--- src/rtl/disp_mux_bcd_pkg.sv ---
// -----------------------------------------------------------------------------
// disp_pkg
// Shared constants for the multiplexed seven-segment display driver:
//   - active-low glyphs {g,f,e,d,c,b,a} for codes 0-9 and A-E
//   - CODE_BLANK : digit code that lights no segment
//   - AN_OFF     : all anodes disabled (active-low)
// No ports (package).
// -----------------------------------------------------------------------------
package disp_pkg;

   typedef logic [3:0] code_t;

   localparam code_t      CODE_BLANK = 4'hF;
   localparam logic [3:0] AN_OFF     = 4'b1111;
   localparam logic [6:0] SEG_OFF    = 7'h7F;

   localparam logic [6:0] GLYPH_0 = 7'h40;
   localparam logic [6:0] GLYPH_1 = 7'h79;
   localparam logic [6:0] GLYPH_2 = 7'h24;
   localparam logic [6:0] GLYPH_3 = 7'h30;
   localparam logic [6:0] GLYPH_4 = 7'h19;
   localparam logic [6:0] GLYPH_5 = 7'h12;
   localparam logic [6:0] GLYPH_6 = 7'h02;
   localparam logic [6:0] GLYPH_7 = 7'h78;
   localparam logic [6:0] GLYPH_8 = 7'h00;
   localparam logic [6:0] GLYPH_9 = 7'h10;
   localparam logic [6:0] GLYPH_A = 7'h08;
   localparam logic [6:0] GLYPH_B = 7'h03;
   localparam logic [6:0] GLYPH_C = 7'h46;
   localparam logic [6:0] GLYPH_D = 7'h21;
   localparam logic [6:0] GLYPH_E = 7'h06;

endpackage

--- src/rtl/disp_mux_bcd_sseg.sv ---
// -----------------------------------------------------------------------------
// bcd_to_sseg
// Purely combinational decode of a 4-bit digit code to seven active-low
// segments {g,f,e,d,c,b,a}. Codes 0-9 give decimal glyphs, A-E give hex
// glyphs, CODE_BLANK (4'hF) turns every segment off.
// Ports:
//   code  in  4  digit code
//   seg   out 7  active-low segments {g,f,e,d,c,b,a}
// -----------------------------------------------------------------------------
module bcd_to_sseg
   import disp_pkg::*;
(
   input  code_t      code,
   output logic [6:0] seg
);

   always_comb begin
      seg = SEG_OFF;
      case (code)
         4'h0:    seg = GLYPH_0;
         4'h1:    seg = GLYPH_1;
         4'h2:    seg = GLYPH_2;
         4'h3:    seg = GLYPH_3;
         4'h4:    seg = GLYPH_4;
         4'h5:    seg = GLYPH_5;
         4'h6:    seg = GLYPH_6;
         4'h7:    seg = GLYPH_7;
         4'h8:    seg = GLYPH_8;
         4'h9:    seg = GLYPH_9;
         4'hA:    seg = GLYPH_A;
         4'hB:    seg = GLYPH_B;
         4'hC:    seg = GLYPH_C;
         4'hD:    seg = GLYPH_D;
         4'hE:    seg = GLYPH_E;
         default: seg = SEG_OFF;
      endcase
   end

endmodule

--- src/rtl/disp_mux_bcd.sv ---
// -----------------------------------------------------------------------------
// disp_mux_bcd
// Time-multiplexed driver for a 4-digit common-anode seven-segment display.
// One digit is scanned per slot of SCAN_DIV cycles; the first BLANK_CYCLES
// cycles of each slot keep all anodes off to suppress ghosting. Each digit's
// code and dp flag are snapshotted once at the start of its slot.
//
// Optional feature: define DISP_MUX_LZB_EN to blank leading zeros at snapshot
// (digits 3..1 blank when 0 and every higher digit is 0 or blank; digit 0 is
// never blanked; dp is unaffected).
//
// Parameters:
//   SCAN_DIV      cycles per digit slot (>= 2)
//   BLANK_CYCLES  guard cycles at slot start (0 <= BLANK_CYCLES < SCAN_DIV)
// Ports:
//   clk         in   1  system clock
//   reset       in   1  synchronous active-high reset
//   in0..in3    in   4  digit codes (in0 rightmost)
//   dp_in       in   4  decimal-point request, bit k = digit k
//   an          out  4  anode enables, active-low, registered
//   sseg        out  8  segments {dp,g,f,e,d,c,b,a}, active-low, registered
//   frame_tick  out  1  one-cycle pulse when the scan wraps 3 -> 0
// -----------------------------------------------------------------------------
module disp_mux_bcd
   import disp_pkg::*;
#(
   parameter int SCAN_DIV     = 50000,
   parameter int BLANK_CYCLES = 500
) (
   input  logic       clk,
   input  logic       reset,
   input  logic [3:0] in0,
   input  logic [3:0] in1,
   input  logic [3:0] in2,
   input  logic [3:0] in3,
   input  logic [3:0] dp_in,
   output logic [3:0] an,
   output logic [7:0] sseg,
   output logic       frame_tick
);

   localparam int               CNT_W    = $clog2(SCAN_DIV);
   localparam logic [CNT_W-1:0] CNT_LAST = CNT_W'(SCAN_DIV - 1);

   logic [CNT_W-1:0] cnt;
   logic [1:0]       idx;
   code_t            code_lat;
   logic             dp_lat;

   logic [15:0] codes;
   code_t       snap_code;
   logic        snap_dp;
   code_t       code_cur;
   logic        dp_cur;
   logic [6:0]  seg;
   logic        slot_start;
   logic        slot_end;
   logic        guard;

   assign codes      = {in3, in2, in1, in0};
   assign slot_start = (cnt == '0);
   assign slot_end   = (cnt == CNT_LAST);
   assign guard      = int'(cnt) < BLANK_CYCLES;
   assign snap_dp    = dp_in[idx];

`ifdef DISP_MUX_LZB_EN
   // A digit is a leading zero when it is 0 and everything above it is
   // 0 or already blank; digit 0 always shows.
   function automatic code_t lzb_code(input logic [15:0] c, input logic [1:0] k);
      code_t d;
      logic  lead;
      d    = c[{k, 2'b00} +: 4];
      lead = 1'b1;
      for (int j = 1; j < 4; j++) begin
         if (j > int'(k))
            lead = lead & ((c[j*4 +: 4] == 4'h0) || (c[j*4 +: 4] == CODE_BLANK));
      end
      return ((k != 2'd0) && (d == 4'h0) && lead) ? CODE_BLANK : d;
   endfunction

   assign snap_code = lzb_code(codes, idx);
`else
   assign snap_code = codes[{idx, 2'b00} +: 4];
`endif

   // In the snapshot cycle the latch is still loading, so decode the value
   // being captured; otherwise a zero-guard slot would flash the previous
   // digit's glyph for one cycle under the new anode.
   assign code_cur = slot_start ? snap_code : code_lat;
   assign dp_cur   = slot_start ? snap_dp   : dp_lat;

   bcd_to_sseg u_dec (
      .code (code_cur),
      .seg  (seg)
   );

   // Scan state, snapshot latch and output registers (one cycle behind state).
   always_ff @(posedge clk) begin
      if (reset) begin
         cnt        <= '0;
         idx        <= 2'd0;
         code_lat   <= CODE_BLANK;
         dp_lat     <= 1'b0;
         an         <= AN_OFF;
         sseg       <= 8'hFF;
         frame_tick <= 1'b0;
      end else begin
         cnt <= slot_end ? '0 : cnt + 1'b1;
         if (slot_end)
            idx <= idx + 2'd1;
         if (slot_start) begin
            code_lat <= snap_code;
            dp_lat   <= snap_dp;
         end
         an         <= guard ? AN_OFF : ~(4'b0001 << idx);
         sseg       <= {~dp_cur, seg};
         frame_tick <= slot_end && (idx == 2'd3);
      end
   end

endmodule

--- config.mk ---
export PLATFORM = sky130hd
export DESIGN_NAME = disp_mux_bcd
export DESIGN_NICKNAME = d
export VERILOG_FILES = /design/src/rtl/disp_mux_bcd_pkg.sv /design/src/rtl/disp_mux_bcd_sseg.sv /design/src/rtl/disp_mux_bcd.sv
export SDC_FILE = /design/constraint.sdc
export NUM_CORES = 1
export LEC_CHECK = 0
export CELL_PAD_IN_SITES_DETAIL_PLACEMENT = 2
export CELL_PAD_IN_SITES_GLOBAL_PLACEMENT = 2
export CORE_ASPECT_RATIO = 0.75
export CORE_MARGIN = 2
export CORE_UTILIZATION = 29
export DETAILED_ROUTE_END_ITERATION = 7
export PLACE_DENSITY = 0.76
export SLEW_MARGIN = 20
export SYNTH_ARGS = -nofsm -noshare
export SYNTH_HDL_FRONTEND = slang
export SYNTH_HIERARCHICAL = 1
export SYNTH_SLANG_ARGS = --single-unit
--- constraint.sdc ---
create_clock -name clk -period 2.65 [get_ports clk]
set_clock_uncertainty 0.1 [all_clocks]
set_input_delay 0.53 -clock clk [delete_from_list [all_inputs] [get_ports clk]]
set_output_delay 0.53 -clock clk [all_outputs]
set_load 0.01 [all_outputs]
---- After elaboration in Yosys (flattened, before gate mapping) ----
Memory sizes are Yosys's and may differ from the RTL's. A register that Yosys moved wholly into a read port is not among the register bits.
Cells that the tools add are included.
cells by class
  multiplexer cells ....................... 4
  equal/unequal tests ..................... 2
  bitwise gates (word level) .............. 2
  reductions and logical operators ........ 4
  $add $sub $neg .......................... 2
  order comparisons ....................... 2
  shift operators ......................... 2
operators by type and width
  cell                   number
  $add 16x1->16 const B  1
  $eq 16x16->1 const B   1
  $logic_not 16->1       1
  $lt 16x9->1 const B    1
  $shiftx 16x5->4        1
  $mux 4                 1
  $not 4->4              1
  $reduce_or 2->1        2
  $shl 1x2->4 const A    1
  $lt 2x3->1 const B     1
  $add 2x1->2 const B    1
  $bmux 1 s2             1
  $eq 2x2->1 const B     1
  $mux 1                 2
  $logic_and 1x1->1      1
  $not 1->1              1
storage, ports and cells
  register bits ........................... 36
  output and inout bits ................... 13
  ROM bits ................................ 112
  memories ................................ 1
  word-level logic and storage cells ...... 26
  input bits .............................. 22
memory list
  memory           depth  width  read ports  clocked after Yosys merged registers in  write ports  RTL line                 text
  (no name shown)  16     7      1           1                                        0            disp_mux_bcd_sseg.sv:19  case (code)

---- Depth between registers and ports, before layout ----
  depth after elaboration ................. 4
  depth in mapped cells ................... 11
  gate-level depth less buffers ........... 11

---- Cells and area by module ----
The synthesis kept the hierarchy.
modules (own cells, without submodules)
  module        times used  area each (um2)  cells an instance
  disp_mux_bcd  1           1564.0           157
  bcd_to_sseg   1           265.3            27

---- Worst setup path before layout ----
No wires, ideal clock.
  path kind ............................... reg-to-reg
  from .................................... register cnt[13]
  to ...................................... register sseg[3]
  buffers on the path ..................... 0
  arrival time ............................ 2.622 ns
  library setup time ...................... 0.123 ns
  setup slack ............................. -0.196 ns
  stages on the path, launching flop included .. 9
  required time ........................... 2.427 ns
  path through ............................ dfxtp_1 -> or4_4 -> nand4b_1 -> mux2_2 -> inv_1 -> ha_1 -> inv_1 -> mux4_2 -> or2_2
on the way
  longest elaborated chain between the ends .. 2
ends and longest elaborated chain
  item                      RTL line             text
  start: declaration        disp_mux_bcd.sv:45   logic [CNT_W-1:0] cnt;
  start signal: assignment  disp_mux_bcd.sv:108  cnt <= slot_end ? '0 : cnt + 1'b1;
  $logic_not 16->1          disp_mux_bcd.sv:61   assign slot_start = (cnt == '0);
  $mux 4                    -
  net code_cur[0]           disp_mux_bcd.sv:53   code_t code_cur;
  end: declaration          disp_mux_bcd.sv:38   output logic [7:0] sseg,
The timed path passes the listed nets, and every way through them passes these cells.
A chain may end at the register's enable or synchronous reset.

---- Worst setup path after layout ----
  from .................................... register cnt[11]
  to ...................................... register sseg[3]
The elaborated chain is that of the path after synthesis.

==> metrics.cfg <==
[outcome]
status = finished with violations
failed_checks = setup timing

[global_routing]
grt-busiest-layer = met2
antenna_found_initial = 0
overflow = 0
grt_pass1_wl_mm = 9.67
use_met2_pct = 30.2
track_usage_pct = 18.9
met1_usage_pct = 26.0
grt_max_degree = 17
grt_pass1_vias = 1769
use_met3_pct = 3.10

[synth]
synthArstFlopShare_pct = 0
synth_compound_area_share_pct = 4.92
syn_avg_cell_area_um2 = 9.94
synth_area_leaders = dfxtp_1 (39%), mux4_2 (9.8%), ha_1 (8.2%), xnor2_1 (5.3%), nor2_1 (4.9%)
ys_seq_area_share_pct = 39.4
synth-simple-area-share_pct = 21.9
synth-xor-area-share_pct = 6.22
synth_edf_count = 0
ys.flop_type = dfxtp_1
synth_top_family_by_area = simple AND/OR/NAND/NOR gates
syn_inst = 184
yosys.area.top_type = dfxtp_1
synth_cell_type_count = 33
synth_top_area_share_pct = 39.4
yosysWarnings = 6
ys_ff_latch = 36
syn_area_um2 = 1830
synthAdderAreaFrac_pct = 8.21
synthesis.nets = 218
synth.area.mux_share_pct = 14.2

[place]
dpl-instance-area_um2 = 2470
place_ws_ps = -314
dp_hpwl_mm = 4.19
port_buffers = 34
dp_cells = 322
gp_congestion = 0.880

[cells_and_area]
area_growth_pct = 46.8
finalNetCount = 285
finalNonFillerCells = 333
final_area_um2 = 2690
drive_above_1_share_pct = 32.9
num_antenna_cells = 0
final_cell_mix = dfxtp_1 (34), clkdlybuf4s50_1 (34), buf_4 (29)

[clocking]
cts.clk_slew.worst_paths_ps = 80
clockBufferDepth = 2
cts_tree = built
cts_hold_buf = 0
cts-root-buf = clkbuf_8
clk_latency_ps = 300
cts.sinks = 36
cts_max_level = 2
numCtsBuffers = 5

[route]
vias = 1633
wl_per_cell_um = 18.2
wirelength_mm = 6.07
first_pass_iters = 4
antenna_left = 0
drcViolationCount = 0
drtIter0Drc = 75
routed_via_density = 4.90

[floorplanning]
fp.coreArea_um2 = 6190
start_util_pct = 29.5
die_w_um = 95.7
io-pin-count = 35
die_y_um = 72.8
design.die.area_um2 = 6970
rows = 25

[sta]
max_freq_ghz = 0.360
setup_slack_ps = -129
whs_ps = 382
min_period_over_period_pct = 105
tightest_slew_ps = 456
relSlewSlack_pct = 69.5
hold_viol_final = 0
fin_crit_ps = 2780
rsz0062_at_grt = true
slew_violations = 0
setup-violations-final = 5
tns_ps = -511

[critical_path]
cp.depth = 9
regToRegEndpoint = sseg[3]
rrSetupSlack_ps = -130
cp.arrival_ps = 2870
r2r_start = cnt[11]
critPathLaunch = cnt[11]
path_max_fanout = 5
rr_worst_depth = 9
cp-start-kind = flip-flop
cp_top_family = simple AND/OR/NAND/NOR gates
critical_path_class = flip-flop to flip-flop
crit_end = sseg[3]
critPathSlowestCell = or4_4
path_cells = or4_4 > nand4b_1 > buf_6 > mux2_4 > inv_6 > ha_4 > inv_4 > mux4_2 > or2_4
critPathBufInv = 3
cp-end-kind = flip-flop
critPathRequiredTime_ps = 2740
slowest_delay_ps = 530

[power]
power-per-cell-area_nw_per_um2 = 526
p_leak_nw = 1.03
vdd_ir_drop_max_v = 0.000185

[worst_hold_path]
hp-class = flip-flop to flip-flop

[flow_run]
drv_cap = 0

-- cell usage after synthesis, drive strengths merged (3+ instances only) --
library cell and instances:
or4 3, nand4 3, nand3 8, a21oi 6
nor3 5, dfxtp 36, inv 12, ha 12
nor2 24, or3 3, nand2 10, mux2 5
o21ai 3, buf 3, mux4 8, nor4 3
xnor2 11, or2 11, clkbuf 4
-- layout make-up --
type,count,area [µm²]
Clock inverter,2,10.0
Fill cell,679,3510
Multi-Input combinational cell,129,1110
Clock buffer,6,82.6
Inverter,12,55.1
Tap cell,81,101
Timing Repair Buffer,67,603
Sequential cell,36,723
-- routing by layer --
| layer | vias up | routed length, µm |
|---|---|---|
| li1 | 768 | - |
| met1 | 822 | 2870 |
| met2 | 32 | 2890 |
| met3 | 11 | 176 |
| met4 | 0 | 127 |
| met5 | - | 0 |
-- power breakdown --
part	internal (mW)	switching, mW
clock	0.208	0.217
combinational	0.232	0.170
sequential	0.573	0.0116
total	1.01	0.399
-- what timing repair did --
item / 4_1_cts / 5_1_grt
pin swaps: 4 / 5
setup buffers: 3 / 0
gates resized for setup: 18 / 6
setup endpoints to repair: 6 / 7
-- worst reg2reg max path, stage by stage (launching register included) --
cell and delay (ps):
dfxtp_2 320, or4_4 530, nand4b_1 210, buf_6 160
mux2_4 280, inv_6 70, ha_4 280, inv_4 40
mux4_2 450, or2_4 240
-- flip-flops by register name, indices dropped and copies added, names as in the netlist --
| name | count |
|---|---|
| an | 4 |
| dp_lat | 1 |
| idx | 2 |
| sseg | 8 |
| cnt | 16 |
| code_lat | 4 |
| frame_tick | 1 |
-- metrics by stage --
step	power [mW]	utilization, %
finish	1.41	43.4
global route	1.48	43.4
CTS	1.39	43.1
detailed placement	0.929	39.8
global placement	0.916	39.8
floorplan	0.776	-
-- logic make-up (layout without fill, tap and decap cells) --
kind of cell    count (synthesis)  in the layout
simple gates                   76             76
flops                          36             36
buf+inv                        19             87
mux                            15             15
compound gates                 13             13
xor+xnor                       13             13
fa+ha+maj                      12             12
-- worst min path at each step --
stage                     startpoint     end  depth (start not counted)
after floorplan               dp_lat  dp_lat                          2
after global placement        dp_lat  dp_lat                          2
after detailed placement      dp_lat  dp_lat                          2
after CTS                     dp_lat  dp_lat                          2
after global routing          dp_lat  dp_lat                          2
final                         dp_lat  dp_lat                          2
(Power assumes the default switching activity.)
